==> config.mk <==
export PLATFORM = sky130hd
export DESIGN_NAME = uart_rx_buf
export DESIGN_NICKNAME = d
export VERILOG_FILES = /design/src/rtl/uart_rx_buf.sv
export SDC_FILE = /design/constraint.sdc
export NUM_CORES = 1
export LEC_CHECK = 0
export BUFFER_PORTS_ARGS = -buffer_cell sky130_fd_sc_hd__buf_2
export CAP_MARGIN = 20
export CORE_UTILIZATION = 54
export DETAILED_ROUTE_END_ITERATION = 6
export PLACE_DENSITY_LB_ADDON = 0.12
export RECOVER_POWER = 50
export SLEW_MARGIN = 30
export SYNTH_ARGS = -nofsm -noshare
export SYNTH_HDL_FRONTEND = slang
export SYNTH_SLANG_ARGS = --single-unit
==> constraint.sdc <==
create_clock -name clk -period 2.8 [get_ports clk]
set_input_delay 0.56 -clock clk [delete_from_list [all_inputs] [get_ports clk]]
set_output_delay 0.56 -clock clk [all_outputs]
set_load 0.02 [all_outputs]
==> src/rtl/uart_rx_buf.sv <==
`default_nettype none
// +--------------------------------------------------------------------------+
// | Module   : uart_rx_buf                                                   |
// | Purpose  : Receive byte FIFO (first-word-fall-through) between the UART  |
// |            receiver and its consumer, with overflow flag and drop count. |
// | Option   : UART_RX_BUF_ESC_FLUSH_EN - a pushed ESC (8'h1B) flushes FIFO. |
// | Revision : 1.0 - initial release                                         |
// +--------------------------------------------------------------------------+
module uart_rx_buf #(
  parameter int DEPTH_LOG2 = 4
) (
  input  logic                  clk,
  input  logic                  rst,
  input  logic [7:0]            bu_rx_data,
  input  logic                  bu_rx_data_rdy,
  input  logic                  rb_rd,
  input  logic                  rb_ovf_clr,
  output logic [7:0]            rb_data,
  output logic                  rb_data_rdy,
  output logic [DEPTH_LOG2:0]   rb_count,
  output logic                  rb_full,
  output logic                  rb_overflow,
  output logic [7:0]            rb_drop_cnt
);

  localparam int                    c_depth      = 1 << DEPTH_LOG2;
  localparam logic [DEPTH_LOG2:0]   c_full_count = (DEPTH_LOG2 + 1)'(c_depth);
  localparam logic [DEPTH_LOG2:0]   c_cnt_one    = 1;
  localparam logic [DEPTH_LOG2-1:0] c_ptr_one    = 1;

  logic [7:0]            r_mem [0:c_depth-1];
  logic [DEPTH_LOG2-1:0] r_wr_ptr;
  logic [DEPTH_LOG2-1:0] r_rd_ptr;
  logic [DEPTH_LOG2:0]   r_count;
  logic                  r_overflow;
  logic [7:0]            r_drop_cnt;

  logic w_empty;
  logic w_full;
  logic w_esc;
  logic w_pop;
  logic w_push;
  logic w_drop;

  assign w_empty = (r_count == '0);
  assign w_full  = (r_count == c_full_count);

`ifdef UART_RX_BUF_ESC_FLUSH_EN
  assign w_esc = bu_rx_data_rdy && (bu_rx_data == 8'h1B);
`else
  assign w_esc = 1'b0;
`endif

  // A flush overrides any coincident pop; a pop frees the slot a full push needs.
  assign w_pop  = rb_rd && !w_empty && !w_esc;
  assign w_push = bu_rx_data_rdy && !w_esc && (!w_full || w_pop);
  assign w_drop = bu_rx_data_rdy && !w_esc && w_full && !w_pop;

  always_ff @(posedge clk) begin
    if (!rst && w_push) begin
      r_mem[r_wr_ptr] <= bu_rx_data;
    end
  end

  always_ff @(posedge clk) begin
    if (rst) begin
      r_wr_ptr <= '0;
      r_rd_ptr <= '0;
      r_count  <= '0;
    end else if (w_esc) begin
      r_wr_ptr <= '0;
      r_rd_ptr <= '0;
      r_count  <= '0;
    end else begin
      if (w_push) begin
        r_wr_ptr <= r_wr_ptr + c_ptr_one;
      end
      if (w_pop) begin
        r_rd_ptr <= r_rd_ptr + c_ptr_one;
      end
      if (w_push && !w_pop) begin
        r_count <= r_count + c_cnt_one;
      end else if (w_pop && !w_push) begin
        r_count <= r_count - c_cnt_one;
      end
    end
  end

  // A drop in the same cycle as a clear wins and counts as the first new drop.
  always_ff @(posedge clk) begin
    if (rst) begin
      r_overflow <= 1'b0;
      r_drop_cnt <= 8'h00;
    end else if (w_drop) begin
      r_overflow <= 1'b1;
      if (rb_ovf_clr) begin
        r_drop_cnt <= 8'h01;
      end else if (r_drop_cnt != 8'hFF) begin
        r_drop_cnt <= r_drop_cnt + 8'h01;
      end
    end else if (rb_ovf_clr) begin
      r_overflow <= 1'b0;
      r_drop_cnt <= 8'h00;
    end
  end

  assign rb_data     = w_empty ? 8'h00 : r_mem[r_rd_ptr];
  assign rb_data_rdy = !w_empty;
  assign rb_count    = r_count;
  assign rb_full     = w_full;
  assign rb_overflow = r_overflow;
  assign rb_drop_cnt = r_drop_cnt;

endmodule
`default_nettype wire

---- Word level (Yosys, flattened, before mapping) ----
Memory sizes are Yosys's and may differ from the RTL's. A register that Yosys moved wholly into a read port is not among the register bits.
Cells that the tools add are included.
operators by class
  $add $sub $neg .......................... 5
  equal/unequal tests ..................... 2
  multiplexer cells ....................... 13
  reductions and logical operators ........ 18
operators by type and width
  operator             count
  $mux 8               5
  $mux 5               2
  $add 4x1->4 const B  2
  $add 8x1->8 const B  1
  $mux 4               2
  $ne 8x8->1 const B   1
  $logic_and 1x1->1    7
  $reduce_bool 2->1    3
  $add 5x1->5 const B  1
  $eq 5x5->1 const B   1
  $logic_not 1->1      5
  $logic_not 5->1      1
  $sub 5x1->5 const B  1
  $mux 1               4
  $reduce_and 2->1     1
  $logic_or 1x1->1     1
storage, ports and cells
  register bits after elaboration ......... 22
  bits in writable memories ............... 128
  input port bits ......................... 13
  output and inout port bits .............. 24
  memories ................................ 1
memories
  name   depth  bits a word  read ports  clocked after memory_dff  wr ports  line  text
  r_mem  16     8            1           1                         1         31    logic [7:0] r_mem [0:c_depth-1];

---- Logic depth before layout (Yosys ltp) ----
  depth after elaboration ................. 9
  gate-level depth with buffers ........... 11
  mapped depth without buffers ............ 9

---- Worst setup path before layout ----
No wires, ideal clock.
  kind .................................... register to register
  start ................................... register r_count[0] (netlist: rb_count[0])
  end ..................................... register r_count[4] (netlist: rb_count[4])
  setup time .............................. 121 ps
  arrival ................................. 2,820 ps
  data required time ...................... 2,679 ps
  setup slack ............................. -141 ps
  cell stages (with the launch flop) ...... 12
  cells stage by stage .................... dfxtp_1 > or4_1 > buf_6 > o31a_1 > buf_6 > ha_1 > inv_1 > ha_1 > a21oi_1 > a211oi_1 > a31oi_1 > mux2_2
between the ends
  cells in the longest elaborated chain, start to end .. 8
  elaborated cells between the ends (all ways) .. 16
  classes of those cells .................. 2 x add/sub; 1 x eq/ne; 2 x mux; 11 x reduce/logical
ends and longest elaborated chain
  element                                                              line  text
  start: declaration                                                   34    logic [DEPTH_LOG2:0] r_count;
  start signal: assignment                                             82    r_count <= r_count + c_cnt_one;
  start signal: assignment                                             84    r_count <= r_count - c_cnt_one;
  parallel branches: the longest is 8 deep, another holds $sub 5x1->5  -
Several ways; the timed one is not identified. The select of a mux whose other input is x is not followed.
A chain may end at the register's enable or synchronous reset.

---- Final worst setup path ----
Ends and elaborated chain as after synthesis.

==> metrics.cfg <==
[drt]
vias_per_cell=5.78
ant_nets=0
drc=0
totalWireLength_mm=11.7
drt-initial-drc-count=152
via_count=3409
wl_per_cell_um=19.9
drt_pre_antenna_iters=4

[yosys]
synth_cells=372
async_flop_share=0
synthesis.area_um2=6300
syn-num-nets=396
ys_warn_count=0
ys.flop_type=edfxtp_1
ys_ff_latch=154
yosysSeqAreaShare=0.692
synth_area_per_cell_um2=16.9
ys_types=44
synth_edf_count=128

[flow_run]
drv_cap=0

[clock_network]
cts_tree=built
cts.path.max_buffers=2
root_buffer=clkbuf_16
clk_latency_ns=0.42
clk_pin_slew_ns=0.06
htree_levels=4
numCtsBuffers=17
clock_sinks=154
hold_buffers=0

[grt]
grt_overflow=0
grt_first_pass_wirelength_mm=18.0
antenna_found_initial=0
grt_start_max_net_pins=33
grt_pass1_vias=3452
grt_usage=0.214

[setup_path]
start_kind=flip-flop
cp_max_fo=6
cp.required_ns=3.11
endpoint_kind=flip-flop
path_class=reg -> reg
crit_arrival_ns=3.05

[power_and_ir_drop]
vdd_drop_max_mv=0.635
intPower_mw=4.67
p_sw_mw=1.78
p_seq_frac=0.410
power_density_nw_per_um2=869
clockPowerShare=0.348
p_leak_nw=2.45
power.total_mw=6.45
combinationalPowerShare=0.242
switching_share=0.276

[sta]
finalHoldViolCount=0
fmax_mhz=365
slew_viol_final=0
worst_pin_slew_ns=0.843
setup_viol=0
fin_skew_ns=0.00676
fin_crit_ns=2.74
slew_headroom=0.436
setup_ws_ns=0.0592
min_period_over_period=0.979
setup_tns_ns=0

[worst_hold_path]
hold_path_class=in -> reg

[layout]
diodes=0
final_nets=458
drive_gt1_frac=0.271
stdcell_count=590
mostFrequentLayoutCell=edfxtp_1
fillers=833
final_util=0.650
syn_to_final_growth_pct=17.8
final_cell_mix=edfxtp_1 (128), nor2_1 (35), mux4_2 (32)

[outcome]
status=finished clean

[placed_design]
dpl_worst_slack_ns=-0.00305
dp_hpwl_mm=7.52
numPortBuffers=36
gp_congestion=0.800
dp_cells=554

[floorplanning]
die_area_um2=12100
core_area_um2=11400
boundaryPins=37
initial_utilization=0.552
rows=39
die_h_um=110
die_x_um=110

==> flip-flops by register name, indices dropped and copies added (netlist names), named ones only <==
register,count
r_mem,128
rb_overflow,1
r_rd_ptr,4
r_wr_ptr,4
rb_count,5
rb_drop_cnt,8
==> repair_timing <==
item,4_1_cts,5_1_grt
setup buffers,0,4
pin swaps,0,3
endpoints found under the setup margin,8,9
resized for setup,8,4
==> final cells by class <==
type	instances	area, µm²	share of cell area
clock inverters	14	155	0.0209
inverters	6	22.5	0.00303
repair buffers	61	383	0.0515
clock buffers	18	429	0.0578
well taps	143	179	0.0241
multi-input cells	194	1890	0.254
flip-flops and latches	154	4370	0.588
==> synthesized netlist by cell type (2+ instances only) <==
master    number  area (µm²)
edfxtp_1     128        3840
nor2_1        36         135
mux4_2        32         721
dfxtp_1       26         521
a211oi_1      17         128
mux2i_1       13         130
nand2_1       13        48.8
a21oi_1       10        50.1
ha_1          10         125
nor2b_1       10        62.6
buf_2          6        30.0
clkbuf_1       6        22.5
inv_1          6        22.5
o21ai_0        5        25.0
xor2_1         5        43.8
nand3_1        4        20.0
and3_1         3        18.8
and4_1         3        26.3
or3_1          3        18.8
or4_1          3        22.5
a21o_1         2        15.0
and2_1         2        12.5
buf_1          2        7.51
buf_6          2        22.5
nand2b_1       2        12.5
nor4_1         2        12.5
o211ai_1       2        15.0
o31ai_1        2        15.0
xnor2_1        2        17.5
==> kinds of logic after synthesis <==
family          Yosys count  synth area share
xor+xnor                  7           0.00973
fa+ha+maj                11            0.0230
buf+inv                  24            0.0187
simple gates             87            0.0703
mux                      47             0.139
flops                   154             0.692
compound gates           42            0.0472
==> power groups by stage <==
stage,combinational [mW],sequential (mW),clock [mW]
2_1_floorplan,1.04,2.70,0
3_3_place_gp,1.48,2.68,0
3_5_place_dp,1.49,2.69,0
4_1_cts,1.54,2.65,2.28
5_1_grt,1.70,2.66,2.38
6_report,1.56,2.65,2.24
==> metal layers <==
layer  track usage  routed length, µm  vias up
li1              -                  -     1596
met1         0.264               5200     1728
met2         0.364               6020       68
met3        0.0511                338       17
met4        0.0886                187        0
met5             0                  0        -
==> critical path, stage by stage (launching register included) <==
cell and delay (ns):
dfxtp_4 0.37, or4_4 0.58, o31a_1 0.28, ha_1 0.21, inv_2 0.12, ha_1 0.29, nand3_1 0.12, a211oi_1 0.09
a31oi_1 0.22, mux2_2 0.36
==> through the flow <==
step | hold WS [ns] | cell area [µm²]
2_1_floorplan | 0.485 | 6320
3_3_place_gp | 0.455 | 6780
3_5_place_dp | 0.459 | 6780
4_1_cts | 0.402 | 7410
5_1_grt | 0.442 | 7430
6_report | 0.424 | 7430
==> worst paths after layout <==
path	startpoint	to	slack (ns)	cells after the start
worst max register to register	rb_count[0]$_SDFFE_PP0P_	rb_count[4]$_SDFFE_PP0P_	0.06	9
worst min register to register	rb_overflow$_SDFFE_PP0P_	rb_overflow$_SDFFE_PP0P_	0.47	2
worst max-delay path	rb_count[0]$_SDFFE_PP0P_	rb_count[4]$_SDFFE_PP0P_	0.06	9
worst min-delay path	rst	r_wr_ptr[2]$_SDFFE_PP0N_	0.42	2
Note: power is estimated with default switching activity, not from simulation.
